===== src/rtl/usb_phy_pkg.sv =====
// Shared constants and types for the full-speed USB receive front end.
// Line-state encodings, receive FSM states and the DPLL sample bundle.
package usb_phy_pkg;

  localparam logic [1:0] LS_SE0 = 2'b00;
  localparam logic [1:0] LS_K   = 2'b01;
  localparam logic [1:0] LS_J   = 2'b10;
  localparam logic [1:0] LS_SE1 = 2'b11;

  localparam int STUFF_LIMIT  = 6;
  localparam int SYNC_TIMEOUT = 10;
  localparam int ABORT_IDLE_J = 16;

  typedef enum logic [2:0] {
    ST_IDLE,
    ST_SYNC,
    ST_DATA,
    ST_EOP,
    ST_ABORT
  } rx_state_t;

  typedef struct packed {
    logic       strobe;
    logic [1:0] ls;
  } sample_t;

  function automatic logic nrzi_bit(
    input logic [1:0] cur,
    input logic [1:0] prev
  );
    return cur == prev;
  endfunction

endpackage


===== src/rtl/usb_rx_dpll.sv =====
// Pad synchronizers, D+ edge detect and phase counter that yields
// one sample strobe per bit together with the sampled line state.
module usb_rx_dpll
  import usb_phy_pkg::*;
#(
  parameter int CLK_PER_BIT = 4,
  parameter int SYNC_STAGES = 2
) (
  input  logic       clk48,
  input  logic       rst_n,
  input  logic       usb_p_i,
  input  logic       usb_n_i,
  output logic [1:0] line_state,
  output sample_t    sample
);

  localparam int PW = $clog2(CLK_PER_BIT);

  logic [SYNC_STAGES-1:0] p_sync;
  logic [SYNC_STAGES-1:0] n_sync;
  logic [1:0]             prev_ls;
  logic [PW-1:0]          phase;
  logic                   edge_p;

  always_ff @(posedge clk48 or negedge rst_n) begin
    if (!rst_n) begin
      p_sync <= '1;
      n_sync <= '0;
    end else begin
      p_sync <= {p_sync[SYNC_STAGES-2:0], usb_p_i};
      n_sync <= {n_sync[SYNC_STAGES-2:0], usb_n_i};
    end
  end

  assign line_state = {p_sync[SYNC_STAGES-1],
                       n_sync[SYNC_STAGES-1]};
  assign edge_p = line_state[1] ^ prev_ls[1];

  always_ff @(posedge clk48 or negedge rst_n) begin
    if (!rst_n) begin
      prev_ls <= LS_J;
      phase   <= '0;
    end else begin
      prev_ls <= line_state;
      if (edge_p) phase <= '0;
      else        phase <= phase + 1'b1;
    end
  end

  // Sampling the one-cycle-old state keeps 3-clock bits centred.
  always_comb begin
    sample.strobe = (phase == PW'(2));
    sample.ls     = prev_ls;
  end

endmodule


===== src/rtl/usb_fs_rx_phy.sv =====
// Full-speed USB receive PHY: NRZI decode, SYNC detect, bit unstuffing,
// EOP detect and byte assembly on top of the oversampling DPLL.
module usb_fs_rx_phy
  import usb_phy_pkg::*;
#(
  parameter int CLK_PER_BIT = 4,
  parameter int SYNC_STAGES = 2
) (
  input  logic       clk48,
  input  logic       rst_n,
  input  logic       usb_p_i,
  input  logic       usb_n_i,
  input  logic       rx_en,
  output logic [1:0] line_state,
  output logic       rx_active,
  output logic [7:0] rx_data,
  output logic       rx_valid,
  output logic       rx_error
);

  sample_t   smp;
  rx_state_t state;
  logic [1:0] last_jk;
  logic [2:0] ones;
  logic [2:0] bit_cnt;
  logic [7:0] shreg;
  logic [3:0] sync_cnt;
  logic [3:0] j_cnt;
  logic       seen_se0;

  logic       is_j, is_k, is_se0, is_se1, is_jk;
  logic       dbit;
  logic       at_stuff;
  logic [7:0] nxt_byte;

  usb_rx_dpll #(
    .CLK_PER_BIT(CLK_PER_BIT),
    .SYNC_STAGES(SYNC_STAGES)
  ) u_dpll (
    .clk48     (clk48),
    .rst_n     (rst_n),
    .usb_p_i   (usb_p_i),
    .usb_n_i   (usb_n_i),
    .line_state(line_state),
    .sample    (smp)
  );

  assign is_j     = (smp.ls == LS_J);
  assign is_k     = (smp.ls == LS_K);
  assign is_se0   = (smp.ls == LS_SE0);
  assign is_se1   = (smp.ls == LS_SE1);
  assign is_jk    = is_j | is_k;
  assign dbit     = nrzi_bit(smp.ls, last_jk);
  assign at_stuff = (ones == 3'(STUFF_LIMIT));
  assign nxt_byte = {dbit, shreg[7:1]};

  always_ff @(posedge clk48 or negedge rst_n) begin
    if (!rst_n) begin
      state     <= ST_IDLE;
      last_jk   <= LS_J;
      ones      <= '0;
      bit_cnt   <= '0;
      shreg     <= '0;
      sync_cnt  <= '0;
      j_cnt     <= '0;
      seen_se0  <= 1'b0;
      rx_active <= 1'b0;
      rx_data   <= '0;
      rx_valid  <= 1'b0;
      rx_error  <= 1'b0;
    end else begin
      rx_valid <= 1'b0;
      rx_error <= 1'b0;
      if (smp.strobe && is_jk) last_jk <= smp.ls;
      if (!rx_en) begin
        state     <= ST_IDLE;
        rx_active <= 1'b0;
      end else if (smp.strobe) begin
        unique case (state)
          ST_IDLE: begin
            if (is_k) begin
              state    <= ST_SYNC;
              ones     <= '0;
              bit_cnt  <= '0;
              sync_cnt <= '0;
            end
          end
          ST_SYNC: begin
            if (is_k && last_jk == LS_K) begin
              state     <= ST_DATA;
              rx_active <= 1'b1;
            end else if (is_se0 ||
                         sync_cnt == 4'(SYNC_TIMEOUT - 1)) begin
              state <= ST_IDLE;
            end else begin
              sync_cnt <= sync_cnt + 1'b1;
            end
          end
          ST_DATA: begin
            unique case (1'b1)
              is_se0: state <= ST_EOP;
              is_se1: begin
                rx_error <= 1'b1;
                state    <= ST_ABORT;
                seen_se0 <= 1'b0;
                j_cnt    <= '0;
              end
              is_jk && at_stuff: begin
                ones <= '0;
                if (dbit) begin
                  rx_error <= 1'b1;
                  state    <= ST_ABORT;
                  seen_se0 <= 1'b0;
                  j_cnt    <= '0;
                end
              end
              is_jk && !at_stuff: begin
                ones    <= dbit ? ones + 1'b1 : '0;
                shreg   <= nxt_byte;
                bit_cnt <= bit_cnt + 1'b1;
                if (bit_cnt == 3'd7) begin
                  rx_data  <= nxt_byte;
                  rx_valid <= 1'b1;
                end
              end
            endcase
          end
          ST_EOP: begin
            if (is_jk) begin
              state     <= ST_IDLE;
              rx_active <= 1'b0;
            end
          end
          ST_ABORT: begin
            unique case (1'b1)
              is_se0: begin
                seen_se0 <= 1'b1;
                j_cnt    <= '0;
              end
              is_j: begin
                if (seen_se0 ||
                    j_cnt == 4'(ABORT_IDLE_J - 1)) begin
                  state     <= ST_IDLE;
                  rx_active <= 1'b0;
                end else begin
                  j_cnt <= j_cnt + 1'b1;
                end
              end
              default: j_cnt <= '0;
            endcase
          end
          default: begin
            state     <= ST_IDLE;
            rx_active <= 1'b0;
          end
        endcase
      end
    end
  end

endmodule


===== config.mk =====
export PLATFORM = sky130hd
export DESIGN_NAME = usb_fs_rx_phy
export DESIGN_NICKNAME = d
export VERILOG_FILES = /design/src/rtl/usb_phy_pkg.sv /design/src/rtl/usb_rx_dpll.sv /design/src/rtl/usb_fs_rx_phy.sv
export SDC_FILE = /design/constraint.sdc
export NUM_CORES = 1
export LEC_CHECK = 0
export BUFFER_PORTS_ARGS = -buffer_cell sky130_fd_sc_hd__buf_4
export CAP_MARGIN = 20
export CORE_MARGIN = 2
export CORE_UTILIZATION = 55
export DETAILED_ROUTE_END_ITERATION = 8
export HOLD_SLACK_MARGIN = 0.1
export PLACE_DENSITY = 0.76
export SYNTH_ARGS = -nofsm -noshare
export SYNTH_HDL_FRONTEND = slang
export SYNTH_SLANG_ARGS = --single-unit
export TNS_END_PERCENT = 10

===== constraint.sdc =====
create_clock -name clk48 -period 2.5 [get_ports clk48]
set_input_delay 0.125 -clock clk48 [delete_from_list [all_inputs] [get_ports clk48]]
set_output_delay 0.125 -clock clk48 [all_outputs]
set_load 0.02 [all_outputs]

# After elaboration in Yosys (flattened, before gate mapping)
# Cells that the tools add are included.
[op_classes] bitwise_logic=2 muxes=48 n_reduce_logical=22 addsub=5 eq_ne=33
[ops] operator="2-to-1 mux 3 bit" n=12
[ops] operator="!= test 3 bit (second input constant)" n=9
[ops] operator="2-to-1 mux 4 bit" n=6
[ops] operator="one-hot mux 4 bit (2 select lines)" n=3
[ops] operator="AND reduction 6 bit" n=4
[ops] operator="one-hot mux 3 bit (2 select lines)" n=3
[ops] operator="2-to-1 mux 1 bit" n=17
[ops] operator="one-hot mux 3 bit (5 select lines)" n=1
[ops] operator="AND reduction 5 bit" n=3
[ops] operator="!= test 2 bit (second input constant)" n=6
[ops] operator="equality test 3 bit (second input constant)" n=3
[ops] operator="one-hot mux 3 bit (3 select lines)" n=1
[ops] operator="adder 4 x 1 -> 4 bit (second input constant)" n=2
[ops] operator="equality test 4 bit (second input constant)" n=2
[ops] operator="!= test 4 bit (second input constant)" n=2
[ops] operator="AND reduction 8 bit" n=1
[ops] operator="adder 3 x 1 -> 3 bit (second input constant)" n=2
[ops] operator="equality test 2 bit (second input constant)" n=3
[ops] operator="equality test 3 x 2 -> 1 bit (second input constant)" n=2
[ops] operator="one-hot mux 1 bit (2 select lines)" n=3
[ops] operator="nonzero test 2 bit" n=3
[ops] operator="!= test 5 bit (second input constant)" n=1
[ops] operator="equality test 2 x 1 -> 1 bit (second input constant)" n=2
[ops] operator="logical AND 1 bit" n=4
[ops] operator="14 further kinds" n=15
[word_totals] out_inout_bits=13 regBits=47 elab_cells=126

# Logic depth before layout (Yosys ltp)
# Gate-level depths: netlist (run 1).
[logic_depth] word_depth=7 mapped_depth=8 depth_no_buf=7

# Cells and area by module
# Synthesis (run 1) repeated with hierarchy kept, for this count alone.
[hier_totals] cells_unflattened=216 hier_area_um2=2290.9
[by_module_without_submodules] module="usb_fs_rx_phy" n_inst=1 area_each_um2=2039.5 cells_per_inst=201 seq_area_each_um2=952.2
[by_module_without_submodules] module="usb_rx_dpll" n_inst=1 area_each_um2=251.5 cells_per_inst=15 seq_area_each_um2=203.9

# Worst setup path after synthesis (run 1)
# Ideal clock, no wire load.
[synth_timing] path_kind="flip-flop to flip-flop" startpoint="reg u_dpll.prev_ls[1]" endpoint="reg state[2]" arrival_ns=2.136 path_stages_with_launch=8 setup_slack_ns=0.239 required_ns=2.375 path_buffers=0 path_cell_list="dfstp_2 > inv_1 > ha_1 > and3_1 > or3_1 > a21oi_1 > nor4_4 > mux2_2"
[synth_between] elab_chain_cells=7 word_cells_on_any_way=21 cone_classes="eq/ne (10); mux (5); bitwise (1); reduce/logical (5)"
[synth_rtl] element="start, declared" line="usb_rx_dpll.sv:21" text="logic [1:0] prev_ls;"
[synth_rtl] element="start signal, assigned" line="usb_rx_dpll.sv:44" text="prev_ls <= line_state;"
[synth_rtl] element="equality test 2 bit or equality test 2 x 1 -> 1 bit (tied branches)" line="usb_fs_rx_phy.sv:48, usb_fs_rx_phy.sv:49"
[synth_rtl] element="bitwise OR 1 bit" line="usb_fs_rx_phy.sv:52" text="assign is_jk = is_j | is_k;"
[synth_rtl] element="logical AND 1 bit" line="usb_fs_rx_phy.sv:108" text="is_jk && at_stuff: begin"
[synth_rtl] element="one-hot mux 3 bit (3 select lines)" line="usb_fs_rx_phy.sv:100" text="unique case (1'b1)"
[synth_rtl] element="one-hot mux 3 bit (5 select lines)" line="usb_fs_rx_phy.sv:79" text="unique case (state)"
[synth_rtl] element="2-to-1 mux 3 bit" line="usb_fs_rx_phy.sv:78" text="end else if (smp.strobe) begin"
[synth_rtl] element="2-to-1 mux 3 bit" line="usb_fs_rx_phy.sv:75" text="if (!rx_en) begin"
[synth_rtl] element="end signal, assigned" line="usb_fs_rx_phy.sv:76" text="state <= ST_IDLE;"
[synth_rtl] element="end signal, assigned" line="usb_fs_rx_phy.sv:82" text="state <= ST_SYNC;"
[synth_rtl] element="end signal, assigned" line="usb_fs_rx_phy.sv:101" text="is_se0: state <= ST_EOP;"
[synth_rtl] element="end, declared" line="usb_fs_rx_phy.sv:22" text="rx_state_t state;"
# Parallel ways exist; a longest one is shown, timed or not. The select of a mux whose other input is x is not followed.
# A chain may end at the register's enable or synchronous reset.

# Worst setup path in the final report (run 1)
[layout_timing] startpoint="reg u_dpll.prev_ls[1]" endpoint="reg sync_cnt[3]"
[layout_between] elab_chain_cells=4 word_cells_on_any_way=8 cone_classes="eq/ne (4); reduce/logical (4)"
[layout_rtl] element="equality test 2 x 1 -> 1 bit or zero test 2 bit (tied branches)" line="usb_fs_rx_phy.sv:49, usb_fs_rx_phy.sv:50"
[layout_rtl] element="logical AND 1 bit or logical OR 1 bit (tied branches)" line="usb_fs_rx_phy.sv:89, usb_fs_rx_phy.sv:92"
[layout_rtl] element="!= test 2 bit (no line)"
[layout_rtl] element="AND reduction 6 bit (no line) *"
[layout_rtl] element="end signal, assigned" line="usb_fs_rx_phy.sv:96" text="sync_cnt <= sync_cnt + 1'b1;"
[layout_rtl] element="end, declared" line="usb_fs_rx_phy.sv:27" text="logic [3:0] sync_cnt;"
# Mark *: on every way between the ends. The rest lies on a longest branch, timed or not.

==> results by group, run 1 <==
STA
  – Relative slew margins: 0.631
  – Skew final: 0.00347 ns
  – RSZ-0062 raised after global routing: no
  – Sum of negative setup slack: 0 ns
  – # setup viols final: 0
  – Fin. Hold Viols: 0
  – Fmax achieved: 435 MHz
  – Min Tclk post-route: 2.30 ns
  – Least-Margin Pin Slew: 0.553 ns
  – Final worst path period share: 0.920
  – Fin. max-slew vios: 0
  – Worst hold slack: 0.272 ns

Pwr
  – Int Pwr: 1.24 mW
  – Sequential power share: 0.514
  – Lkg Pwr: 1.26 nW
  – Max VDD drop: 0.000445 V
  – Net Switching: 503 uW
  – Clock share of power: 0.308
  – PwrDens: 671 nW/um^2
  – Sw Ratio: 0.288
  – Logic gate share of total power: 0.178

Drt
  – Antenna Nets Post-Route: 0
  – Initial DRC count: 146
  – DR vias/cell: 5.55
  – Wirelength per Cell: 13.4 um
  – Vias: 1,636
  – Final routed DRC violation total: 0
  – Final wirelength: 3960 um
  – DRT Pass-1 Iters: 4

GRT
  – Largest net degree at the start of global routing: 47
  – Number of global-route vias before repair: 1,627
  – Total gr overflow: 0
  – Initial antenna violation count: 0
  – First-pass GRT wire length: 6830 um
  – GRT Total Usage: 0.197

Critical path
  – Critical Path Max Stage Delay: 0.58 ns
  – WP buf/inv: 1
  – Crit path launch type: register
  – WS Path Type: register to register
  – Worst Path Arrival: 2.54 ns
  – Slowest-stage cell, CP: dfstp_2
  – CP cell instances: inv_1 -> ha_1 -> and3b_1 -> a311o_1 -> a21o_1 -> or4_1 -> nand3_1
  – Element type at the critical path end: register
  – CP required: 2.74 ns
  – Critical-path maximum fanout: 7
  – CP delay by family, top: simple AND/OR/NAND/NOR gates

Layout
  – Commonest non-fill, non-tap cell in the layout: dfrtp_1
  – Register area: 1160 sq um
  – Multi-input gate area in the final layout: 1050 sq um
  – # diodes: 0
  – Commonest non-fill, non-tap cells in the layout: dfrtp_1, nand2_1, buf_4
  – Nets: 261
  – Final Cell Area: 2600 sq um
  – Area growth from synthesis to layout: 14.0%
  – Number of fill cells: 311
  – Final core occ: 0.651
  – Share of post-route cells with drive strength above 1: 0.204

Clocking
  – Clock Tree Buf Depth: 2
  – Hold buffer count at cts: 3
  – CTS sink count: 46
  – Later-pin clock latency in the skew report: 0.30 ns
  – CTS clk-pin slew, worst paths: 0.08 ns
  – Post-CTS Setup Bufs: 0
  – H-tree depth: 2
  – Resized cells post-CTS: 0
  – Clk Tree Root Cell: clkbuf_8
  – CTS tree: yes
  – Num CTS Buffers: 5

Synthesis
  – Number of synthesized flops with an enable pin: 0
  – Post-synthesis cell count: 219
  – Yosys reg bits: 46
  – Netlist cell types: 49
  – Seq/Total Area, Yosys: 0.506
  – Ys flop type: dfrtp_1
  – Async set-reset flop share out of synthesis: 1.00
  – Ys Warns: 0
  – Post-synthesis average cell area: 10.4 sq um
  – Synth Net Count: 236
  – Cell Area, Synth: 2280 sq um

Place
  – Port bufs: 17
  – Post-DP HPWL: 2790 um
  – RePlAce Congestion: 0.894
  – Placed cell area: 2460 sq um

Run
  – Max-cap violations: 0

Floorplanning
  – Die span in x: 68.4 um
  – # rows: 23
  – Starting Density: 0.571
  – Die height: 68.4 um
  – Placeable Area: 4000 sq um
  – Die Footprint: 4680 sq um
  – IO Pins: 18

Run status
  – Status: finished, final reports clean

Worst hold path
  – Worst Hold Class: primary input to register
kinds of logic after synthesis:
logic type | Yosys count | synth area share
simple gates | 91 | 0.208
compound gates | 41 | 0.123
fa+ha+maj | 12 | 0.0658
flops | 46 | 0.506
mux | 11 | 0.0532
buf+inv | 15 | 0.0323
xor+xnor | 3 | 0.0115
area by class of cell:
| cell class | count | share of cell area |
|---|---|---|
| clock buffers | 6 | 0.0279 |
| clock inverters | 2 | 0.0144 |
| inverters | 9 | 0.0130 |
| multi-input cells | 158 | 0.405 |
| flip-flops and latches | 46 | 0.444 |
| well taps | 50 | 0.0240 |
| repair buffers | 24 | 0.0721 |
power groups by stage:
stage / combinational [mW] / clock (mW) / sequential, mW
2_1_floorplan: 0.254 / 0 / 0.876
3_3_place_gp: 0.306 / 0 / 0.909
3_5_place_dp: 0.307 / 0 / 0.909
4_1_cts: 0.312 / 0.559 / 0.896
5_1_grt: 0.359 / 0.586 / 0.906
6_report: 0.311 / 0.539 / 0.898
tightest hold or removal path, delay by kind of cell:
kind | cells | cell delay (ns)
AND/OR/NAND/NOR | 2 | 0.21
buffers and inverters | 1 | 0.13
multiplexers | 1 | 0.06
routing by layer:
layer  wire, um  GRT usage  part of all wire
met1       1850      0.235              0.47
met2       1900      0.337              0.48
met3        150     0.0592             0.038
met4         53     0.0650             0.013
met5          0          0                 0
stage by stage:
stage                     std cells  setup WS [ns]  total power [mW]
after detailed placement        284          0.203              1.22
after global placement          284          0.275              1.21
after global routing            295         0.0577              1.85
final                           295          0.200              1.75
after CTS                       295          0.192              1.77
after floorplan                 219          0.239              1.13
synth_stat cells (3+ instances only):
library cell	number	area, sq um
ha_1	12	150
dfrtp_1	42	1050
a31oi_1	3	18.8
nand2_1	41	154
a21o_1	3	22.5
a21oi_1	5	25.0
inv_1	9	33.8
mux2_2	9	101
or2_2	3	18.8
o21ai_1	4	20.0
nand3_1	4	20.0
o2bb2ai_1	4	35.0
dfstp_2	4	105
nor2_1	11	41.3
nor2b_1	9	56.3
o21ai_0	11	55.1
xor2_1	3	26.3
nand4_1	3	18.8
path summary, 6_finish.rpt:
| path | startpoint | end | slack, ns | depth (start not counted) |
|---|---|---|---|---|
| max | u_dpll.prev_ls[1]$_DFF_PN1_ | sync_cnt[3]$_DFFE_PN0P_ | 0.20 | 7 |
| min | rx_en | state[1]$_DFFE_PN0P_ | 0.27 | 4 |
| max reg2reg | u_dpll.prev_ls[1]$_DFF_PN1_ | sync_cnt[3]$_DFFE_PN0P_ | 0.20 | 7 |
| min reg2reg | u_dpll.n_sync[0]$_DFF_PN0_ | u_dpll.n_sync[1]$_DFF_PN0_ | 0.35 | 0 |
| max in group asynchronous | rst_n | last_jk[1]$_DFFE_PN1P_ | 1.76 | 2 |
| min in group asynchronous | rst_n | j_cnt[0]$_DFFE_PN0P_ | 0.36 | 2 |
flip-flops by register name, indices dropped and copies added, names as in the netlist:
| name | flops |
|---|---|
| ones | 3 |
| bit_cnt | 3 |
| u_dpll.phase | 2 |
| u_dpll.prev_ls | 2 |
| j_cnt | 4 |
| shreg | 7 |
| u_dpll.p_sync | 2 |
| rx_active | 1 |
| u_dpll.n_sync | 2 |
| last_jk | 2 |
| seen_se0 | 1 |
| rx_data | 8 |
| rx_valid | 1 |
| sync_cnt | 4 |
| state | 3 |
| rx_error | 1 |
No activity file was read; power rests on OpenSTA's default activity.
==> inputs of run 2 (changes only) <==
--- a/config.mk
+++ b/config.mk
@@ -8,10 +8,10 @@
 export BUFFER_PORTS_ARGS = -buffer_cell sky130_fd_sc_hd__buf_4
 export CAP_MARGIN = 20
 export CORE_MARGIN = 2
-export CORE_UTILIZATION = 55
+export CORE_UTILIZATION = 50
 export DETAILED_ROUTE_END_ITERATION = 8
 export HOLD_SLACK_MARGIN = 0.1
-export PLACE_DENSITY = 0.76
+export PLACE_DENSITY = 0.7
 export SYNTH_ARGS = -nofsm -noshare
 export SYNTH_HDL_FRONTEND = slang
 export SYNTH_SLANG_ARGS = --single-unit
==> run 2 against run 1 <==
Effect of this change: global-route usage shrank 1.2 points; critical path depth is the same; clock power grew 2%; register-to-register slack lost 0.04 ns; clock-buffer cell count shrank 1; sequential cell count is the same; via count shrank 0.55%; final area is essentially flat; wire length grew 4.3%; critical endpoint is now state[2]$_DFFE_PN0P_; largest power group unchanged.
==> results by group, run 2 (synthesized netlist as in run 1, its figures left out) <==
Run
  – Max-cap violations: 0 (unchanged)

Floorplanning
  – Placeable Area: 4380 sq um (was 4000 sq um)
  – Die Footprint: 5120 sq um (was 4680 sq um)
  – Die span in x: 71.6 um (was 68.4 um)
  – Die height: 71.6 um (was 68.4 um)
  – Starting Density: 0.521 (was 0.571)
  – # rows: 24 (was 23)
  – IO Pins: 18 (unchanged)

Layout
  – Share of post-route cells with drive strength above 1: 0.205 (was 0.204)
  – Nets: 260 (was 261)
  – Commonest non-fill, non-tap cells in the layout: dfrtp_1, nand2_1, buf_4 (unchanged)
  – # diodes: 0 (unchanged)
  – Largest Register: rx_data (unchanged)
  – Area growth from synthesis to layout: 13.9% (was 14.0%)
  – Commonest non-fill, non-tap cell in the layout: dfrtp_1 (unchanged)
  – Largest regs: rx_data x8, shreg x7 (unchanged)
  – Post-route insts no fill: 296 (was 295)
  – Final Cell Area: 2600 sq um (about the same)
  – Number of fill cells: 401 (was 311)
  – Final core occ: 0.593 (was 0.651)
  – Max reg flops: 8 (unchanged)

Critical path
  – Critical Path Max Stage Delay: 0.59 ns (was 0.58 ns)
  – CP cell instances: inv_1 -> ha_1 -> and3_1 -> or3_1 -> a21oi_1 -> nor4_4 -> mux2_2 (was inv_1 -> ha_1 -> and3b_1 -> a311o_1 -> a21o_1 -> or4_1 -> nand3_1)
  – Slowest-stage cell, CP: dfstp_2 (unchanged)
  – Worst Path Arrival: 2.52 ns (was 2.54 ns)
  – Element type at the critical path end: register (unchanged)
  – Crit path launch type: register (unchanged)
  – Critical-path maximum fanout: 5 (was 7)
  – Worst Reg-to-Reg Cells: 7 (unchanged)
  – WS Path Type: register to register (unchanged)
  – CP required: 2.69 ns (was 2.74 ns)

Clocking
  – Clk Tree Root Cell: clkbuf_8 (unchanged)
  – Later-pin clock latency in the skew report: 0.30 ns (about the same)
  – H-tree depth: 2 (unchanged)
  – CTS sink count: 46 (unchanged)
  – Post-CTS Setup Bufs: 0 (unchanged)
  – CTS clk-pin slew, worst paths: 0.08 ns (about the same)
  – CTS tree: yes (unchanged)
  – Clock Tree Buf Depth: 2 (unchanged)
  – Num CTS Buffers: 5 (unchanged)

Place
  – Post-DP HPWL: 2980 um (was 2790 um)
  – Placed cell area: 2460 sq um (about the same)
  – Port bufs: 17 (unchanged)
  – RePlAce Congestion: 0.837 (was 0.894)
  – Placed cell count: 285 (was 284)

STA
  – Fin. Hold Viols: 0 (unchanged)
  – Relative slew margins: 0.627 (was 0.631)
  – Final worst path period share: 0.934 (was 0.920)
  – Least-Margin Pin Slew: 0.559 ns (was 0.553 ns)
  – Min Tclk post-route: 2.34 ns (was 2.30 ns)
  – Skew final: 0.00934 ns (was 0.00347 ns)
  – Sum of negative setup slack: 0 ns (unchanged)
  – # setup viols final: 0 (unchanged)
  – RSZ-0062 raised after global routing: no (unchanged)
  – Fin. max-slew vios: 0 (unchanged)
  – Fmax achieved: 428 MHz (was 435 MHz)

Worst hold path
  – Worst Hold Class: primary input to register (unchanged)
  – WHS Path Cells: 4 (unchanged)

Drt
  – Antenna Nets Post-Route: 0 (unchanged)
  – Wirelength per Cell: 14.0 um (was 13.4 um)
  – Initial DRC count: 77 (was 146)
  – Final routed DRC violation total: 0 (unchanged)
  – Vias: 1,627 (was 1,636)
  – Final wirelength: 4130 um (was 3960 um)
  – DR vias/cell: 5.50 (was 5.55)
  – DRT Pass-1 Iters: 5 (was 4)

Run status
  – Status: finished, final reports clean (unchanged)

Pwr
  – PwrDens: 677 nW/um^2 (was 671 nW/um^2)
  – Lkg Pwr: 1.26 nW (about the same)
  – Max VDD drop: 0.000418 V (was 0.000445 V)

GRT
  – Number of global-route vias before repair: 1,610 (was 1,627)
  – Initial antenna violation count: 0 (unchanged)
  – Largest net degree at the start of global routing: 47 (unchanged)
  – First-pass GRT wire length: 7490 um (was 6830 um)
  – Total gr overflow: 0 (unchanged)
  – GRT Total Usage: 0.185 (was 0.197)
## run 2: cell types whose count changed in the layout (fill, tap and decap cells not counted)
cell	before	now
clkinv_2	0	1
clkinvlp_4	1	0
buf_4	21	20
clkbuf_1	1	0
inv_6	0	1
## run 2: final timing paths
| check | start | endpoint | slack, ns |
|---|---|---|---|
| worst max-delay path | u_dpll.prev_ls[1]$_DFF_PN1_ | state[2]$_DFFE_PN0P_ | 0.16 |
| worst min-delay path | rx_en | state[1]$_DFFE_PN0P_ | 0.27 |
| worst max register to register | u_dpll.prev_ls[1]$_DFF_PN1_ | state[2]$_DFFE_PN0P_ | 0.16 |
| worst min register to register | u_dpll.n_sync[0]$_DFF_PN0_ | u_dpll.n_sync[1]$_DFF_PN0_ | 0.35 |
| max in group asynchronous | rst_n | j_cnt[3]$_DFFE_PN0P_ | 1.76 |
| min in group asynchronous | rst_n | state[2]$_DFFE_PN0P_ | 0.35 |
## run 2: final cells by class
cell class                 count  area (sq um)  area share
clock buffer                   5          68.8      0.0265
clock inverter                 3          43.8      0.0168
inverter                       9          33.8      0.0130
multi-input combinational    158          1050       0.405
sequential                    46          1160       0.444
tap                           52          65.1      0.0250
timing repair buffer          23           180      0.0693
## run 2: power by group
group	switching [mW]	internal (mW)	total, mW
Clock	0.252	0.300	0.552
Sequential	0.0790	0.813	0.892
Combinational	0.185	0.131	0.316
Total	0.516	1.24	1.76
## run 2: worst max-delay path, delay by kind of cell, from the launching register on
kind | cells | cell delay, ns
compound gates | 1 | 0.09
fa+ha+maj | 1 | 0.34
buf+inv | 1 | 0.08
flops | 1 | 0.59
mux | 1 | 0.38
simple gates | 3 | 0.74
## run 2: timing repair
item / in CTS / in global routing
hold buffers: 3 / 0
resized for setup: 0 / 0
hold endpoints to repair: 44 / 0
## run 2: metal layers
metal / share of wire / global-route usage / up-vias / routed length (um)
li1: - / - / 813 / -
met1: 0.49 / 0.256 / 788 / 2000
met2: 0.48 / 0.291 / 20 / 1980
met3: 0.022 / 0.0408 / 6 / 92
met4: 0.014 / 0.0629 / 0 / 57
met5: 0 / 0 / - / 0
## run 2: metrics by stage
step	worst slack [ns]	hold slack (ns)	total power [mW]
floorplan	0.239	-0.171	1.13
global placement	0.249	0.163	1.21
detailed placement	0.159	0.167	1.22
CTS	0.150	0.260	1.78
global route	0.0364	0.281	1.86
finish	0.165	0.267	1.76
